**src/rtl/mux3_arb_pkg.sv**
```systemverilog
// Shared types and constants for the MUX3 round-robin burst arbiter.
package mux3_arb_pkg;

  typedef enum logic {
    ST_IDLE = 1'b0,
    ST_BUSY = 1'b1
  } state_e;

  localparam int REQ_D0 = 0;
  localparam int REQ_D1 = 1;
  localparam int REQ_D2 = 2;

  localparam int CNT_W = 8;

  // Advance a requester index modulo 3 (2 wraps to 0).
  function automatic logic [1:0] idx_inc(input logic [1:0] idx);
    return (idx >= 2'd2) ? 2'd0 : idx + 2'd1;
  endfunction

endpackage

```
**src/rtl/mux3_rr_arb_pick.sv**
```systemverilog
// Combinational round-robin picker: first requester with req high,
// scanning ptr, ptr+1, ptr+2 (mod 3).
module rr_pick3
  import mux3_arb_pkg::*;
(
  input  logic [2:0] req_i,
  input  logic [1:0] ptr_i,
  output logic [2:0] win_o,
  output logic [1:0] win_idx_o
);

  logic [1:0] cand;
  logic       found;

  always_comb begin
    win_idx_o = 2'd0;
    found     = 1'b0;
    cand      = (ptr_i > 2'd2) ? 2'd0 : ptr_i;
    for (int k = 0; k < 3; k++) begin
      if (!found && req_i[cand]) begin
        found     = 1'b1;
        win_idx_o = cand;
      end
      cand = idx_inc(cand);
    end
  end

  always_comb begin
    win_o = 3'b000;
    if (found) begin
      win_o[win_idx_o] = 1'b1;
    end
  end

endmodule

```
**src/rtl/mux3_rr_arb.sv**
```systemverilog
// Round-robin burst arbiter driving the s0/s1 selects of one MUX3 datapath.
//   state   | meaning
//   ST_IDLE | no owner; arbitrate among req_i this cycle
//   ST_BUSY | gnt_q owns the mux until last beat or MAX_BEAT transfers
module mux3_rr_arb
  import mux3_arb_pkg::*;
#(
  parameter int MAX_BEAT = 16
) (
  input  logic       clk_i,
  input  logic       rst_n_i,
  input  logic [2:0] req_i,
  input  logic [2:0] last_i,
  input  logic       out_ready_i,
  output logic [2:0] gnt_o,
  output logic       s0_o,
  output logic       s1_o,
  output logic       out_valid_o,
  output logic       trunc_o
);

  localparam logic [CNT_W-1:0] CNT_LAST = CNT_W'(MAX_BEAT - 1);

  state_e           state_q, state_d;
  logic [2:0]       gnt_q, gnt_d;
  logic [1:0]       ptr_q, ptr_d;
  logic [CNT_W-1:0] cnt_q, cnt_d;
  logic             trunc_q, trunc_d;

  logic [2:0] win;
  logic [1:0] win_idx;
  logic       xfer;
  logic       last_g;
  logic       at_limit;

  rr_pick3 u_pick (
    .req_i     (req_i),
    .ptr_i     (ptr_q),
    .win_o     (win),
    .win_idx_o (win_idx)
  );

  assign out_valid_o = |(gnt_q & req_i);
  assign xfer        = out_valid_o && out_ready_i;
  assign last_g      = |(gnt_q & last_i);
  assign at_limit    = (cnt_q == CNT_LAST);

  always_comb begin
    state_d = state_q;
    gnt_d   = gnt_q;
    ptr_d   = ptr_q;
    cnt_d   = cnt_q;
    trunc_d = 1'b0;
    unique case (state_q)
      ST_IDLE: begin
        if (|req_i) begin
          state_d = ST_BUSY;
          gnt_d   = win;
          ptr_d   = idx_inc(win_idx);
          cnt_d   = '0;
        end
      end
      ST_BUSY: begin
        if (xfer) begin
          if (last_g || at_limit) begin
            state_d = ST_IDLE;
            gnt_d   = 3'b000;
            cnt_d   = '0;
            // A burst that ends on its own last beat is never a truncation.
            trunc_d = !last_g;
          end else begin
            cnt_d = cnt_q + 1'b1;
          end
        end
      end
      default: begin
        state_d = ST_IDLE;
        gnt_d   = 3'b000;
      end
    endcase
  end

  always_ff @(posedge clk_i) begin
    if (!rst_n_i) begin
      state_q <= ST_IDLE;
      gnt_q   <= 3'b000;
      ptr_q   <= 2'd0;
      cnt_q   <= '0;
      trunc_q <= 1'b0;
    end else begin
      state_q <= state_d;
      gnt_q   <= gnt_d;
      ptr_q   <= ptr_d;
      cnt_q   <= cnt_d;
      trunc_q <= trunc_d;
    end
  end

  assign gnt_o   = gnt_q;
  assign s0_o    = gnt_q[REQ_D0];
  assign s1_o    = gnt_q[REQ_D1];
  assign trunc_o = trunc_q;

endmodule

```
**config.mk**
```make
export PLATFORM = sky130hd
export DESIGN_NAME = mux3_rr_arb
export DESIGN_NICKNAME = d
export VERILOG_FILES = /design/src/rtl/mux3_arb_pkg.sv /design/src/rtl/mux3_rr_arb_pick.sv /design/src/rtl/mux3_rr_arb.sv
export SDC_FILE = /design/constraint.sdc
export NUM_CORES = 1
export LEC_CHECK = 0
export BUFFER_PORTS_ARGS = -buffer_cell sky130_fd_sc_hd__buf_2
export CORE_ASPECT_RATIO = 1.4
export CORE_MARGIN = 3
export CORE_UTILIZATION = 50
export DETAILED_ROUTE_END_ITERATION = 10
export PLACE_DENSITY = 0.74
export SLEW_MARGIN = 20
export SYNTH_ARGS = -nofsm -noshare
export SYNTH_HDL_FRONTEND = slang
export SYNTH_HIERARCHICAL = 1
export SYNTH_SLANG_ARGS = --single-unit
```
**constraint.sdc**
```tcl
create_clock -name clk_i -period 1.9 [get_ports clk_i]
set_input_delay 0.19 -clock clk_i [delete_from_list [all_inputs] [get_ports clk_i]]
set_output_delay 0.19 -clock clk_i [all_outputs]
set_load 0.02 [all_outputs]
```
# After elaboration in Yosys (flattened, before gate mapping)
# Index checks and enable logic that the tools add are counted.
# classes
add_sub_neg	4
multipliers	0
div_mod_pow	0
order_cmp	9
n_eq_ne	4
shifts	0
n_mux	31
n_bitwise	3
n_reduce_logical	15
# ops
cell	n
8-bit two-way mux	3
8-bit case mux with 2 select lines	1
2-bit two-way mux	7
2-bit by 3-bit < comparator with 1-bit output, second input constant	4
3-bit two-way mux	4
1-bit two-way mux	10
3-bit OR reduction	3
8-bit by 1-bit adder with 8-bit output, second input constant	1
8-bit by 4-bit == test with 1-bit output, second input constant	1
2-bit by 1-bit adder with 2-bit output, second input constant	3
3-bit AND	2
1-bit binary-select mux with 2-bit select	3
2-bit >= comparator, second input constant	3
3-bit case mux with 2 select lines	1
1-bit logical AND	4
2-bit by 1-bit inequality test with 1-bit output, second input constant	2
2-bit AND reduction	2
4-bit AND reduction	1
1-bit zero test	3
3-bit AND reduction	1
1-bit demux with 2-bit select	1
2-bit by 1-bit >= comparator with 1-bit output, second input constant	1
2-bit > comparator, second input constant	1
2-bit inequality test, second input constant	1
3 further kinds	3
# totals
register_bits	15
latch_bits	0
ramBits	0
rom_bits	0
inputBits	9
output_inout_bits	7
wordCells	71
mem_count	0

# Logic depth before layout (Yosys ltp)
# depth
ltp_word	18
mapped_depth	8
mapped_depth_nobuf	8

# By module
# Netlist, hierarchy kept.
# modules_own_cells
mod	n_inst	cells_each	area_each_um2	seq_area_each_um2
mux3_rr_arb	1	91	798.3	300.3
rr_pick3	1	32	277.8	0.0

# Worst setup path after synthesis
# Ideal clock, no wire load.
# synth_timing
kind	reg-to-reg
from	register ptr_q[0]
to	register ptr_q[0]
setup_ns	0.076
arrival_ns	1.886
required_ns	1.824
setup_slack_ns	-0.061
stages_incl_launch_ff	9
n_path_buf	0
period_less_slack_ns	1.961
cell_sequence	dfxtp_1 inv_1 ha_1 inv_1 o2bb2ai_4 nor4_4 a311oi_1 or3_1 a21boi_0
# synth_between
elab_chain_cells	13
word_cells_on_any_way	26
classes_between	add/sub: 3; order compare: 4; mux: 15; reduce/logical: 4
# synth_lines
element	line	text
from (decl)	mux3_rr_arb.sv:26	logic [1:0] ptr_q, ptr_d;
from (signal assigned)	mux3_rr_arb.sv:93	ptr_q <= ptr_d;
2-bit > comparator	mux3_rr_arb_pick.sv:18	cand = (ptr_i > 2'd2) ? 2'd0 : ptr_i;
2-bit two-way mux (*)	mux3_rr_arb_pick.sv:18	
branches (longest 8 deep; another with 2-bit by 1-bit adder with 2-bit output)	n/a	
2-bit two-way mux (*)	mux3_rr_arb_pick.sv:20	if (!found && req_i[cand]) begin
via win_idx[1]	mux3_rr_arb.sv:31	logic [1:0] win_idx;
2-bit >= comparator (*)	mux3_arb_pkg.sv:17	return (idx >= 2'd2) ? 2'd0 : idx + 2'd1;
2-bit two-way mux (*)	mux3_arb_pkg.sv:17	
# Mark *: on every way through the listed nets, which the timed path passes. The select of a mux whose other input is x is not followed.
# A chain may end at the register's enable or synchronous reset.

# Worst setup path in the final report
# layout_timing
from	register ptr_q[1]
to	register ptr_q[0]
# Same word-level chain as after synthesis.

==> results.json <==
{
  "outcome": "finished, final reports clean",
  "postLayoutCellArea_sq_mm": 0.00131,
  "syn_area_sq_mm": 0.00108,
  "cts_sinks": 15,
  "core_sq_mm": 0.00200,
  "die_area_sq_mm": 0.00275,
  "syn-num-nets": 137,
  "min_period_ns": 1.82,
  "place_area_sq_mm": 0.00124,
  "critPathKind": "register to register",
  "cts_buffers": 3,
  "synthesis.instances": 123,
  "p_sw_uw": 346,
  "rows": 19,
  "h-tree-depth": 1,
  "endpoint_kind": "register",
  "grtUsageTotal": 0.210,
  "ir_worst_vdd_uv": 485,
  "clock_latency_ns": 0.29,
  "vias": 1028,
  "fmax_mhz": 548,
  "drc": 0,
  "drv_slew": 0,
  "antenna_found_initial": 0,
  "worstPathArrival_ns": 2.05,
  "p_int_uw": 614,
  "worst-path-buf-inv": 1,
  "hold_viol_final": 0,
  "place_inst": 162,
  "wl_per_cell_um": 15.6,
  "rsz0062_at_grt": "yes",
  "dp_hpwl_mm": 1.90,
  "drt-vias-per-instance": 6.19,
  "gp_congestion": 0.825,
  "synth_edf_count": 0,
  "initial_utilization": 0.539,
  "path_depth": 8,
  "crit_chain": "inv_2, ha_4, mux2_4, o2bb2ai_4, nor4_4, a311oi_2, or3_1, a21boi_1",
  "synthArstFlopShare": 0,
  "cp_top_family": "simple AND/OR/NAND/NOR gates",
  "layout_setup_ws_ns": 0.0763,
  "crit_slowest_cell": "dfxtp_2",
  "switching_share": 0.361,
  "root_buffer": "clkbuf_4",
  "drtAntennaViolNets": 0,
  "path_max_fanout": 3,
  "fillers": 173,
  "grt_max_degree": 14,
  "relSlewSlack": 0.543,
  "min_path_type": "input pin to register",
  "pre_cts_ws_ns": -0.0384,
  "hold_slack_ns": 0.228,
  "power_density_mw_per_mm2": 731,
  "synth_ff_type": "dfxtp_1",
  "nets": 160,
  "combPwrFrac": 0.439,
  "fin_skew_ns": 0.00389,
  "cts_tree": "yes",
  "drt-total-wl_mm": 2.58,
  "multi_input_area_sq_um": 783,
  "worst_slew_pin_slew_ns": 0.683,
  "fin_crit_sh": 0.960,
  "leakage_uw": 0.000503,
  "cp-endpoint": "ptr_q[0]",
  "first_pass_iters": 4,
  "worstSetupStartpoint": "ptr_q[1]",
  "r2r_setup_slack_ns": 0.08,
  "yosysUniqueCellTypes": 48,
  "cp-start-kind": "register",
  "ctsLongestPathBuffers": 2,
  "final-setup-viol-count": 0,
  "clk_pin_slew_worst_paths_ns": 0.09,
  "p_seq_frac": 0.367,
  "cpPeakStageDelay_ns": 0.35,
  "die_w_um": 45.2,
  "n_antenna_cell": 0,
  "reg2reg_from": "ptr_q[1]",
  "clockPowerShare": 0.194,
  "cp.required_ns": 2.13,
  "regArea_sq_um": 305,
  "tns_ns": 0,
  "yosysWarnings": 6,
  "ys_ff_latch": 15,
  "avgSynthCellArea_sq_um": 8.75,
  "fp.dieH_um": 60.9,
  "grt_pass1_wl_mm": 4.27,
  "area_growth_pct": 22.1,
  "grt_overflow": 0,
  "drtIter0Drc": 26,
  "port_buffers": 15,
  "instances_no_fill": 166,
  "reg2reg_depth": 8,
  "grt_pass1_vias": 998,
  "maxCapViolCount": 0,
  "r2r_end": "ptr_q[0]",
  "drive_gt1_frac": 0.359,
  "postCtsSetupRepairBufs": 0,
  "seq_area_frac_synth": 0.279,
  "ioPinCount": 16
}
==> sequential cells by signal (all words and copies together) (netlist names) <==
register  cells
gnt_o         3
cnt_q         8
trunc_o       1
state_q       1
ptr_q         2
==> cell usage after synthesis, drive strengths merged (2+ instances only) <==
library cell | instances | share of area
a21boi | 8 | 0.056
a222oi | 2 | 0.019
a311oi | 2 | 0.016
a31oi | 2 | 0.012
and3 | 4 | 0.023
buf | 4 | 0.023
clkbuf | 3 | 0.012
dfxtp | 15 | 0.28
ha | 5 | 0.058
inv | 6 | 0.021
mux2i | 3 | 0.028
nand2 | 11 | 0.038
nand3 | 7 | 0.033
nand3b | 3 | 0.021
nand4 | 2 | 0.012
nor2 | 6 | 0.021
nor2b | 3 | 0.017
nor3 | 2 | 0.0093
o211ai | 5 | 0.035
o21ai | 2 | 0.0093
o21bai | 2 | 0.014
o2bb2ai | 2 | 0.034
or2 | 2 | 0.012
or3 | 2 | 0.016
==> cells by family (layout without fill, tap and decap cells) <==
group	count (synthesis)	after routing	share of synthesized area
AOI/OAI and AO/OA	37	37	0.299
xor gates and xnor gates	1	1	0.00814
adders and majority gates	5	5	0.0581
buffers and inverters	13	35	0.0558
DFF	15	15	0.279
muxes	4	4	0.0419
and+or+nand+nor	48	48	0.258
==> area by class of cell <==
cell class                 instances  area share
multi-input combinational         95       0.596
inverter                           6      0.0171
tap                               21      0.0200
timing repair buffer              25       0.114
clock buffer                       4      0.0200
sequential                        15       0.232
==> repair_timing <==
item,CTS,global route
pin swaps,2,2
cloned,0,0
endpoints found under the setup margin,1,4
resized for setup,4,9
hold buffers,0,0
endpoints found under the hold margin,0,0
==> cell usage in the layout (no fill, tap or decap), types with 3 or more instances in the layout <==
| master | n |
|---|---|
| nor2b_1 | 3 |
| clkbuf_4 | 3 |
| inv_2 | 3 |
| nor2_1 | 6 |
| buf_4 | 10 |
| nand3b_1 | 3 |
| nand3_1 | 7 |
| inv_1 | 3 |
| buf_2 | 15 |
| a21boi_0 | 6 |
| and3_1 | 4 |
| o211ai_1 | 5 |
| nand2_1 | 11 |
| dfxtp_1 | 13 |
==> power by group through the flow <==
stage                     clock network, uW  registers (uW)  logic [uW]
final                                   186             353         422
after global routing                    201             355         460
after CTS                               184             352         397
after detailed placement                  0             359         385
after global placement                    0             357         377
after floorplan                           0             366         255
==> layer usage <==
| metal | routed length [um] | global-route usage | vias to the layer above | share of wire |
|---|---|---|---|---|
| li1 | - | - | 510 | - |
| met1 | 1010 | 0.222 | 492 | 0.39 |
| met2 | 1470 | 0.403 | 20 | 0.57 |
| met3 | 64 | 0.0267 | 6 | 0.025 |
| met4 | 38 | 0.0879 | 0 | 0.015 |
| met5 | 0 | 0 | - | 0 |
==> metrics by stage <==
step | util | total power, uW
floorplan | - | 621
global placement | 0.622 | 734
detailed placement | 0.622 | 743
CTS | 0.645 | 933
global route | 0.658 | 1020
finish | 0.658 | 961
==> worst min path at each step <==
stage	startpoint	cells after the start	slack, ns	end
after floorplan	req_i[2]	2	0.33	state_q
after global placement	ptr_q[1]	2	0.47	ptr_q[1]
after CTS	rst_n_i	2	0.24	cnt_q[1]
final	rst_n_i	2	0.23	cnt_q[1]
after global routing	rst_n_i	2	0.24	cnt_q[1]
after detailed placement	ptr_q[1]	2	0.47	ptr_q[1]
Power figures use the tool's default switching activity.
